File: config.mk
export PLATFORM = sky130hd
export DESIGN_NAME = svfloat_muldiv_ctl
export DESIGN_NICKNAME = d
export VERILOG_FILES = /design/src/rtl/svfloat_pkg.sv /design/src/rtl/svfloat_fifo.sv /design/src/rtl/svfloat_muldiv_ctl.sv
export SDC_FILE = /design/constraint.sdc
export NUM_CORES = 1
export LEC_CHECK = 0
export BUFFER_PORTS_ARGS = -buffer_cell sky130_fd_sc_hd__clkbuf_2
export CAP_MARGIN = 20
export CORE_MARGIN = 1.5
export CORE_UTILIZATION = 36
export CTS_CLUSTER_DIAMETER = 120
export CTS_CLUSTER_SIZE = 30
export DETAILED_ROUTE_END_ITERATION = 10
export GPL_ROUTABILITY_DRIVEN = 1
export HOLD_SLACK_MARGIN = 0.03
export PLACE_DENSITY_LB_ADDON = 0.15
export SYNTH_ARGS = -nofsm -noshare
export SYNTH_HDL_FRONTEND = slang
export SYNTH_HIERARCHICAL = 1
export SYNTH_SLANG_ARGS = --single-unit
File: constraint.sdc
create_clock -name clk -period 6.66 [get_ports clk]
set_input_delay 0.999 -clock clk [delete_from_list [all_inputs] [get_ports clk]]
set_output_delay 0.999 -clock clk [all_outputs]
set_load 0.1 [all_outputs]
File: src/rtl/svfloat_pkg.sv
// Shared floating-point formats and result classification helpers.
// Contents: float16/float32/float64 packed layouts, flag bit positions,
// exponent-width lookup and a {nan, inf, zero} classifier.
package svfloat;

  typedef struct packed {
    logic       sign;
    logic [4:0] exp;
    logic [9:0] man;
  } float16;

  typedef struct packed {
    logic        sign;
    logic [7:0]  exp;
    logic [22:0] man;
  } float32;

  typedef struct packed {
    logic        sign;
    logic [10:0] exp;
    logic [51:0] man;
  } float64;

  localparam int unsigned FLAG_W    = 3;
  localparam int unsigned FLAG_NAN  = 2;
  localparam int unsigned FLAG_INF  = 1;
  localparam int unsigned FLAG_ZERO = 0;

  // Exponent field width for a format of the given total width.
  function automatic int unsigned exp_width(input int unsigned w);
    case (w)
      16:      return 5;
      64:      return 11;
      default: return 8;
    endcase
  endfunction

  // Classify from pre-reduced exponent/mantissa summaries.
  function automatic logic [FLAG_W-1:0] classify(input logic exp_ones,
                                                 input logic exp_zero,
                                                 input logic man_zero);
    logic [FLAG_W-1:0] f;
    f            = '0;
    f[FLAG_NAN]  = exp_ones && !man_zero;
    f[FLAG_INF]  = exp_ones && man_zero;
    f[FLAG_ZERO] = exp_zero && man_zero;
    return f;
  endfunction

endpackage

File: src/rtl/svfloat_fifo.sv
// Generic synchronous FIFO with occupancy count.
// Ports: clk, rst_n (async active-low), push/push_data, pop/pop_data (head,
// combinational from storage), count (0..DEPTH).
// A pop on an empty FIFO is ignored; a push when full is accepted only
// together with a pop.
module svfloat_fifo #(
  parameter type         entry_t = logic [31:0],
  parameter int unsigned DEPTH   = 4
) (
  input  logic                   clk,
  input  logic                   rst_n,
  input  logic                   push,
  input  entry_t                 push_data,
  input  logic                   pop,
  output entry_t                 pop_data,
  output logic [$clog2(DEPTH):0] count
);

  localparam int unsigned PW = $clog2(DEPTH);
  localparam int unsigned CW = PW + 1;

  entry_t        mem [DEPTH];
  logic [PW-1:0] wr_ptr;
  logic [PW-1:0] rd_ptr;
  logic          do_push;
  logic          do_pop;

  assign do_pop  = pop && (count != '0);
  assign do_push = push && ((count < CW'(DEPTH)) || do_pop);

  // Pointers wrap naturally modulo DEPTH (power of two).
  always_ff @(posedge clk or negedge rst_n) begin
    if (!rst_n) begin
      wr_ptr <= '0;
      rd_ptr <= '0;
      count  <= '0;
    end else begin
      if (do_push) wr_ptr <= wr_ptr + PW'(1);
      if (do_pop)  rd_ptr <= rd_ptr + PW'(1);
      case ({do_push, do_pop})
        2'b10:   count <= count + CW'(1);
        2'b01:   count <= count - CW'(1);
        default: count <= count;
      endcase
    end
  end

  // Storage is not reset; only count marks valid entries.
  always_ff @(posedge clk) begin
    if (do_push) mem[wr_ptr] <= push_data;
  end

  assign pop_data = mem[rd_ptr];

endmodule

File: src/rtl/svfloat_muldiv_ctl.sv
// Issue/collect controller around an external svfloat_muldiv datapath.
// Requests are credited against a result FIFO so no result is ever dropped;
// a LATENCY-deep valid/tag shift register marks when dp_res is valid.
// Ports: clk, rst_n; in_valid/in_ready/in_lhs/in_rhs/in_tag (request);
// dp_lhs/dp_rhs (to datapath), dp_res (from datapath);
// out_valid/out_ready/out_res/out_tag (result); busy.
// Optional macro SVFLOAT_MULDIV_CTL_FLAGS_EN adds out_flags = {nan, inf, zero}
// of the head result, classified at capture and stored per entry.
module svfloat_muldiv_ctl
  import svfloat::*;
#(
  parameter type         float   = svfloat::float32,
  parameter int unsigned LATENCY = 0,
  parameter int unsigned DEPTH   = 4,
  parameter int unsigned TAG_W   = 4
) (
  input  logic             clk,
  input  logic             rst_n,
  input  logic             in_valid,
  output logic             in_ready,
  input  float             in_lhs,
  input  float             in_rhs,
  input  logic [TAG_W-1:0] in_tag,
  output float             dp_lhs,
  output float             dp_rhs,
  input  float             dp_res,
  output logic             out_valid,
  input  logic             out_ready,
  output float             out_res,
  output logic [TAG_W-1:0] out_tag,
`ifdef SVFLOAT_MULDIV_CTL_FLAGS_EN
  output logic [2:0]       out_flags,
`endif
  output logic             busy
);

  localparam int unsigned PW = $clog2(DEPTH);
  localparam int unsigned CW = PW + 1;
  localparam int unsigned SW = CW + 1;

  typedef struct packed {
`ifdef SVFLOAT_MULDIV_CTL_FLAGS_EN
    logic [2:0]       flags;
`endif
    logic [TAG_W-1:0] tag;
    float             res;
  } entry_t;

  logic             fire;
  logic             pop;
  logic             cap_valid;
  logic [TAG_W-1:0] cap_tag;
  entry_t           cap_entry;
  entry_t           head;
  logic [CW-1:0]    count;
  logic [CW-1:0]    count_nxt;
  logic [CW-1:0]    inflight;
  logic [CW-1:0]    inflight_nxt;

  assign fire   = in_valid && in_ready;
  assign dp_lhs = in_lhs;
  assign dp_rhs = in_rhs;

  // Valid/tag delay line matching the datapath pipeline depth.
  if (LATENCY == 0) begin : g_lat0
    assign cap_valid = fire;
    assign cap_tag   = in_tag;
  end else begin : g_latn
    logic [LATENCY-1:0] sr_valid;
    logic [TAG_W-1:0]   sr_tag [LATENCY];

    always_ff @(posedge clk or negedge rst_n) begin
      if (!rst_n) begin
        sr_valid <= '0;
        for (int i = 0; i < int'(LATENCY); i++) sr_tag[i] <= '0;
      end else begin
        sr_valid[0] <= fire;
        sr_tag[0]   <= in_tag;
        for (int i = 1; i < int'(LATENCY); i++) begin
          sr_valid[i] <= sr_valid[i-1];
          sr_tag[i]   <= sr_tag[i-1];
        end
      end
    end

    assign cap_valid = sr_valid[LATENCY-1];
    assign cap_tag   = sr_tag[LATENCY-1];
  end

`ifdef SVFLOAT_MULDIV_CTL_FLAGS_EN
  localparam int unsigned FW = $bits(float);
  localparam int unsigned EW = exp_width(FW);
  localparam int unsigned MW = FW - 1 - EW;

  logic [FW-1:0] res_bits;
  assign res_bits = dp_res;
`endif

  // Entry written at the FIFO tail on capture.
  always_comb begin
    cap_entry     = '0;
    cap_entry.res = dp_res;
    cap_entry.tag = cap_tag;
`ifdef SVFLOAT_MULDIV_CTL_FLAGS_EN
    cap_entry.flags = classify(&res_bits[FW-2 -: EW],
                               ~|res_bits[FW-2 -: EW],
                               ~|res_bits[MW-1:0]);
`endif
  end

  svfloat_fifo #(
    .entry_t (entry_t),
    .DEPTH   (DEPTH)
  ) u_fifo (
    .clk       (clk),
    .rst_n     (rst_n),
    .push      (cap_valid),
    .push_data (cap_entry),
    .pop       (pop),
    .pop_data  (head),
    .count     (count)
  );

  assign out_valid = (count != '0);
  assign pop       = out_valid && out_ready;
  assign out_res   = head.res;
  assign out_tag   = head.tag;
`ifdef SVFLOAT_MULDIV_CTL_FLAGS_EN
  assign out_flags = head.flags;
`endif
  assign busy      = (inflight != '0) || (count != '0);

  // Next occupancy of the datapath and the FIFO.
  always_comb begin
    inflight_nxt = inflight;
    count_nxt    = count;
    case ({fire, cap_valid})
      2'b10:   inflight_nxt = inflight + CW'(1);
      2'b01:   inflight_nxt = inflight - CW'(1);
      default: inflight_nxt = inflight;
    endcase
    case ({cap_valid, pop})
      2'b10:   count_nxt = count + CW'(1);
      2'b01:   count_nxt = count - CW'(1);
      default: count_nxt = count;
    endcase
  end

  // in_ready is registered so it stays low through reset and rises on the
  // first edge after release.
  always_ff @(posedge clk or negedge rst_n) begin
    if (!rst_n) begin
      inflight <= '0;
      in_ready <= 1'b0;
    end else begin
      inflight <= inflight_nxt;
      in_ready <= (SW'(inflight_nxt) + SW'(count_nxt)) < SW'(DEPTH);
    end
  end

endmodule
==> reports/qor.json, run 1 <==
{
  "rsz0062_at_grt": {"value": "false"},
  "cts_made_buffers": {"value": 17},
  "final_cell_area": {"value": 7000, "unit": "um^2"},
  "grt_use_total": {"value": 13.3, "unit": "%"},
  "timing.critical_path.arrival": {"value": 2.56, "unit": "ns"},
  "final_period_minus_worst_setup_slack": {"value": 3.56, "unit": "ns"},
  "tightest_slew": {"value": 1.07, "unit": "ns"},
  "mapped_nets": {"value": 414},
  "via_count": {"value": 2686},
  "rr_worst_depth": {"value": 10},
  "replace_congestion": {"value": 0.692},
  "antenna_found_initial": {"value": 1},
  "wirelength": {"value": 10.9, "unit": "mm"},
  "synthToLayoutAreaGrowth": {"value": 12.4, "unit": "%"},
  "finalHoldViolations": {"value": 0},
  "timing.slew.headroom": {"value": 28.7, "unit": "%"},
  "syn_area": {"value": 6220, "unit": "um^2"},
  "dpl.hpwl": {"value": 6.26, "unit": "mm"},
  "syn-instance-count": {"value": 302},
  "cts_resized": {"value": 0},
  "cp_data_required_time": {"value": 5.66, "unit": "ns"},
  "grt_pass1_wl": {"value": 17.2, "unit": "mm"},
  "hold_path_class": {"value": "input pin to asynchronous set/reset pin"},
  "viasPerCell": {"value": 4.77},
  "run_status": {"value": "completed"},
  "timing.max_cap.violations": {"value": 0},
  "ys_ff_latch": {"value": 152},
  "worst_setup_hold_path_clk_slew": {"value": 0.06, "unit": "ns"},
  "layout-drive-gt1-share": {"value": 44.2, "unit": "%"},
  "max_freq": {"value": 0.281, "unit": "GHz"},
  "fin_tns_setup": {"value": 0, "unit": "ns"},
  "clk_root_buffer_cell": {"value": "sky130_fd_sc_hd__clkbuf_16"},
  "timing_worst_setup_path_type": {"value": "flop to output pin"},
  "setup_ws": {"value": 3.10, "unit": "ns"},
  "ys_seq_area_share": {"value": 72.7, "unit": "%"},
  "num-fill-cells": {"value": 1535},
  "initial_utilization": {"value": 37.1, "unit": "%"},
  "floorplan.die.height": {"value": 134, "unit": "um"},
  "timing.final.setup_violations": {"value": 0},
  "timing.final.max_slew_violations": {"value": 0},
  "port-buffer-count": {"value": 78},
  "type_of_origin_of_the_critical_path": {"value": "flop"},
  "number_of_global_route_vias_before_repair": {"value": 2987},
  "die_area": {"value": 18100, "unit": "um^2"},
  "yosys_warnings": {"value": 6},
  "cts_hold_repair.buffers": {"value": 0},
  "global_route_overflow": {"value": 0},
  "postPlaceCellArea": {"value": 6340, "unit": "um^2"},
  "coreArea": {"value": 16800, "unit": "um^2"},
  "row_count": {"value": 47},
  "post_cts.repair.setup_buffers": {"value": 0},
  "avgSynthCellArea": {"value": 20.6, "unit": "um^2"},
  "detail-route-antenna-nets": {"value": 0},
  "nets": {"value": 441},
  "maximum_fanout_along_the_worst_path": {"value": 31},
  "drt_pass1_iterations": {"value": 4},
  "endpoint_kind": {"value": "output pin"},
  "die_width": {"value": 134, "unit": "um"},
  "cts-htree-levels": {"value": 4},
  "cts-root-to-sink-buffers": {"value": 2},
  "clk_latency": {"value": 0.42, "unit": "ns"},
  "dpl_worst_slack": {"value": 3.46, "unit": "ns"},
  "detail_route.wl_per_cell": {"value": 19.4, "unit": "um"},
  "detail_route.drc_violations": {"value": 0},
  "finalCritPeriodShare": {"value": 53.4, "unit": "%"},
  "clock_sinks": {"value": 152},
  "drt-initial-drc-count": {"value": 159},
  "synth_cell_type_count": {"value": 24},
  "pin_count": {"value": 207},
  "cts_tree": {"value": "yes"},
  "finalClockSkew": {"value": 0.0110, "unit": "ns"},
  "grt_start_max_net_pins": {"value": 38},
  "whs": {"value": 0.441, "unit": "ns"}
}
## through the flow
step | cells | utilization (%)
after floorplan | 302 | -
after global routing | 562 | 41.7
after global placement | 528 | 37.8
final | 563 | 41.8
after detailed placement | 528 | 37.8
after CTS | 560 | 41.5
## Yosys cell counts
library cell	count	area, um^2
sky130_fd_sc_hd__nor2b_1	1	6.26
sky130_fd_sc_hd__a21oi_1	1	5.00
sky130_fd_sc_hd__nand2_1	1	3.75
sky130_fd_sc_hd__mux2_2	1	11.3
sky130_fd_sc_hd__buf_12	2	40.0
sky130_fd_sc_hd__buf_6	1	11.3
sky130_fd_sc_hd__and2_1	5	31.3
sky130_fd_sc_hd__inv_1	8	30.0
sky130_fd_sc_hd__buf_2	4	20.0
sky130_fd_sc_hd__nor2_1	2	7.51
sky130_fd_sc_hd__mux2i_1	2	20.0
sky130_fd_sc_hd__ha_1	7	87.6
sky130_fd_sc_hd__dfrtp_1	8	200
sky130_fd_sc_hd__edfxtp_1	144	4320
sky130_fd_sc_hd__fa_1	1	20.0
sky130_fd_sc_hd__nand3_1	1	5.00
sky130_fd_sc_hd__and2_4	1	8.76
sky130_fd_sc_hd__xor2_1	3	26.3
sky130_fd_sc_hd__or3_1	1	6.26
sky130_fd_sc_hd__mux4_2	36	811
sky130_fd_sc_hd__or3_4	1	11.3
sky130_fd_sc_hd__xnor2_1	4	35.0
sky130_fd_sc_hd__o21a_1	1	7.51
sky130_fd_sc_hd__buf_4	66	495
## sequential cells by signal (all words and copies together), names as in the netlist
name,cells
in_ready,1
u_fifo/wr_ptr,2
u_fifo/rd_ptr,2
u_fifo/count,3
u_fifo/mem,144
## placed cells by master (no fill, tap or decap), drive strengths merged
cell and instances:
edfxtp 144, clkbuf 98, mux4 36, inv 8, dfrtp 8, ha 7
clkinv 7, and2 6, bufinv 5, xnor2 4, xor2 3, buf 3
nor2 2, mux2i 2, or3 2, diode 1, nand2 1, nor2b 1
a21oi 1, o21a 1, mux2 1, nand3 1, fa 1
## final timing paths
path / startpoint / slack (ns) / endpoint
max: u_fifo/rd_ptr[0]$_DFFE_PN0P_ / 3.10 / out_res[26]
min: rst_n / 0.44 / in_ready$_DFF_PN0_
max reg2reg: u_fifo/count[2]$_DFFE_PN0P_ / 4.19 / u_fifo/count[2]$_DFFE_PN0P_
min reg2reg: u_fifo/count[0]$_DFFE_PN0P_ / 0.55 / u_fifo/count[0]$_DFFE_PN0P_
max in group asynchronous: rst_n / 5.99 / u_fifo/rd_ptr[0]$_DFFE_PN0P_
min in group clk: u_fifo/count[0]$_DFFE_PN0P_ / 0.55 / u_fifo/count[0]$_DFFE_PN0P_
## area by class of cell
cell class	count	area, um^2	share of cell area, %
antenna	1	2.50	0.0358
tap	220	275	3.93
timing repair buffer	81	438	6.26
inverter	8	30.0	0.429
sequential	152	4530	64.7
multi-input combinational	69	1110	15.8
clock inverter	12	180	2.57
clock buffer	20	437	6.24
## kinds of logic after synthesis
| logic type | Yosys count | synth area share (%) |
|---|---|---|
| and+or+nand+nor | 13 | 1.29 |
| adders and majority gates | 8 | 1.73 |
| buffers and inverters | 81 | 9.59 |
| xor gates and xnor gates | 7 | 0.985 |
| muxes | 39 | 13.5 |
| DFF | 152 | 72.7 |
| AOI/OAI and AO/OA | 2 | 0.201 |
## worst max-delay path, stage by stage, from the launching register on
cell and delay [ns]:
sky130_fd_sc_hd__dfrtp_2 0.51, sky130_fd_sc_hd__buf_4 0.62, sky130_fd_sc_hd__mux4_2 0.62, sky130_fd_sc_hd__clkbuf_2 0.39
## metal layers
layer  vias to the layer above  share of wire [%]  track usage (%)
met3                        31                6.1             5.48
met2                       102                 49             20.8
li1                       1167                  -                -
met4                         0                2.6             6.51
met1                      1386                 43             15.9
met5                         -                  0                0
Power of run 1 is not shown: default switching activity piles up to over one toggle a cycle in this logic, so the estimate is an artifact.
==> inputs of run 2 (changes only) <==
==> constraint.sdc (replaced) <==
create_clock -name clk -period 3.4 [get_ports clk]
set_input_delay 0.51 -clock clk [delete_from_list [all_inputs] [get_ports clk]]
set_output_delay 0.51 -clock clk [all_outputs]
set_load 0.1 [all_outputs]
==> reports/qor.json, run 2 (same netlist as run 1, synthesis figures left out) <==
{
  "registers.top_by_ff_count": {"value": "u_fifo/mem", "change": "unchanged"},
  "run_status": {"value": "completed", "change": "unchanged"},
  "endpoint_kind": {"value": "output pin", "change": "unchanged"},
  "coreArea": {"value": 16800, "unit": "um^2", "change": "unchanged"},
  "replace_congestion": {"value": 0.719, "change": "was 0.692"},
  "max_freq": {"value": 0.366, "unit": "GHz"},
  "drt_pass1_iterations": {"value": 4, "change": "unchanged"},
  "drt-initial-drc-count": {"value": 105, "change": "was 159"},
  "finalClockSkew": {"value": 0.00910, "unit": "ns", "change": "was 0.0110 ns"},
  "num-fill-cells": {"value": 1476, "change": "was 1535"},
  "port-buffer-count": {"value": 78, "change": "unchanged"},
  "dpl.hpwl": {"value": 6.82, "unit": "mm", "change": "was 6.26 mm"},
  "hold_path_class": {"value": "input pin to flop", "change": "was input pin to asynchronous set/reset pin"},
  "final_period_minus_worst_setup_slack": {"value": 2.73, "unit": "ns"},
  "timing.final.max_slew_violations": {"value": 0, "change": "unchanged"},
  "reg_top3": {"value": "u_fifo/mem: 144 flops, u_fifo/count: 3 flops", "change": "unchanged"},
  "floorplan.die.height": {"value": 134, "unit": "um", "change": "unchanged"},
  "finalCoreUtilization": {"value": 42.0, "unit": "%", "change": "was 41.8%"},
  "type_of_origin_of_the_critical_path": {"value": "flop", "change": "unchanged"},
  "timing.max_cap.violations": {"value": 0, "change": "unchanged"},
  "initial_utilization": {"value": 37.1, "unit": "%", "change": "unchanged"},
  "row_count": {"value": 47, "change": "unchanged"},
  "post_cts.repair.setup_buffers": {"value": 0, "change": "unchanged"},
  "finalCritPeriodShare": {"value": 80.3, "unit": "%"},
  "final_cell_mix": {"value": "sky130_fd_sc_hd__edfxtp_1, sky130_fd_sc_hd__clkbuf_2, sky130_fd_sc_hd__mux4_2", "change": "unchanged"},
  "cts_made_buffers": {"value": 17, "change": "unchanged"},
  "cts-root-to-sink-buffers": {"value": 2, "change": "unchanged"},
  "setup_ws": {"value": 0.670, "unit": "ns", "change": "was 3.10 ns"},
  "timing.critical_path.arrival": {"value": 2.22, "unit": "ns", "change": "was 2.56 ns"},
  "timing.slew.headroom": {"value": 60.9, "unit": "%", "change": "was 28.7%"},
  "synthToLayoutAreaGrowth": {"value": 13.1, "unit": "%", "change": "was 12.4%"},
  "cts_tree": {"value": "yes", "change": "unchanged"},
  "flip_flop_count_of_the_largest_register_after_layout": {"value": 144, "change": "unchanged"},
  "worst_setup_hold_path_clk_slew": {"value": 0.06, "unit": "ns", "change": "about the same"},
  "timing_worst_setup_path_type": {"value": "flop to output pin", "change": "unchanged"},
  "layout-drive-gt1-share": {"value": 45.7, "unit": "%", "change": "was 44.2%"},
  "timing.final.setup_violations": {"value": 0, "change": "unchanged"},
  "nets": {"value": 447, "change": "was 441"},
  "antenna_found_initial": {"value": 1, "change": "unchanged"},
  "finalHoldViolations": {"value": 0, "change": "unchanged"},
  "tightest_slew": {"value": 0.587, "unit": "ns", "change": "was 1.07 ns"},
  "cp_data_required_time": {"value": 2.89, "unit": "ns", "change": "was 5.66 ns"},
  "dpl_worst_slack": {"value": 0.970, "unit": "ns", "change": "was 3.46 ns"},
  "global_route_overflow": {"value": 0, "change": "unchanged"},
  "detail_route.drc_violations": {"value": 0, "change": "unchanged"},
  "wirelength": {"value": 10.5, "unit": "mm", "change": "was 10.9 mm"},
  "die_area": {"value": 18100, "unit": "um^2", "change": "unchanged"},
  "clk_root_buffer_cell": {"value": "sky130_fd_sc_hd__clkbuf_16", "change": "unchanged"},
  "cts-htree-levels": {"value": 4, "change": "unchanged"},
  "die_width": {"value": 134, "unit": "um", "change": "unchanged"},
  "grt_use_total": {"value": 12.6, "unit": "%", "change": "was 13.3%"},
  "via_count": {"value": 2671, "change": "was 2686"},
  "pin_count": {"value": 207, "change": "unchanged"},
  "detail_route.wl_per_cell": {"value": 18.4, "unit": "um", "change": "was 19.4 um"},
  "rsz0062_at_grt": {"value": "false", "change": "unchanged"},
  "mostFrequentLayoutCell": {"value": "sky130_fd_sc_hd__edfxtp_1", "change": "unchanged"},
  "number_of_global_route_vias_before_repair": {"value": 2982, "change": "was 2987"},
  "grt_start_max_net_pins": {"value": 23, "change": "was 38"},
  "detail-route-antenna-nets": {"value": 0, "change": "unchanged"},
  "grt_pass1_wl": {"value": 16.3, "unit": "mm", "change": "was 17.2 mm"},
  "clk_latency": {"value": 0.42, "unit": "ns", "change": "about the same"},
  "viasPerCell": {"value": 4.69, "change": "was 4.77"},
  "maximum_fanout_along_the_worst_path": {"value": 10, "change": "was 31"},
  "clock_sinks": {"value": 152, "change": "unchanged"},
  "fin_tns_setup": {"value": 0, "unit": "ns", "change": "unchanged"}
}
## run 2: changes by cell type in the layout (fill, tap and decap cells not counted), sizes merged
cell and change:
buf +5, bufinv -4, clkbuf +6, clkinv -5, clkinvlp +3, dlygate4sd3 +1
## run 2: path summary, 6_finish.rpt
path / start / end / slack, ns / depth (start not counted)
setup / recovery: u_fifo/rd_ptr[0]$_DFFE_PN0P_ / out_res[25] / 0.67 / 3
hold / removal: dp_res[3] / u_fifo/mem[3][3]$_DFFE_PP_ / 0.31 / 1
setup reg to reg: u_fifo/count[2]$_DFFE_PN0P_ / u_fifo/count[2]$_DFFE_PN0P_ / 0.98 / 10
hold reg to reg: u_fifo/count[0]$_DFFE_PN0P_ / u_fifo/count[0]$_DFFE_PN0P_ / 0.55 / 1
max in group asynchronous: rst_n / u_fifo/rd_ptr[0]$_DFFE_PN0P_ / 2.69 / 2
min in group asynchronous: rst_n / in_ready$_DFF_PN0_ / 0.49 / 2
## run 2: stage by stage
step           area, um^2  cells  hold slack, ns
2_1_floorplan        6220    302           0.214
3_5_place_dp         6450    535           0.392
5_1_grt              7040    568           0.289
3_3_place_gp         6450    535           0.388
6_report             7040    569           0.308
4_1_cts              7040    568           0.285
## run 2: routing by layer
layer / track usage (%) / share of wire, % / up-vias
met5: 0 / 0 / -
met4: 6.15 / 2.7 / 0
met3: 5.56 / 6.0 / 27
met2: 19.8 / 49 / 100
met1: 15.0 / 42 / 1367
li1: - / - / 1177
## run 2: what timing repair did
action,in CTS,in global routing
hold endpoints to repair,8,0
gates resized for setup,0,0
hold buffers,1,0
## run 2: cell type report
class	count	area, um^2	area share, %
clock buffer	26	509	7.23
clock inverter	6	66.3	0.942
tap	220	275	3.91
timing repair buffer	87	523	7.43
sequential	152	4530	64.3
inverter	8	30.0	0.426
antenna	1	2.50	0.0355
multi-input combinational	69	1110	15.7
## run 2: worst max-delay path, stage by stage (launching register included)
cell                       delay, ns
sky130_fd_sc_hd__dfrtp_2        0.56
sky130_fd_sc_hd__buf_4          0.31
sky130_fd_sc_hd__mux4_2         0.54
sky130_fd_sc_hd__clkbuf_2       0.39
Power of run 2 is left out for the same reason.
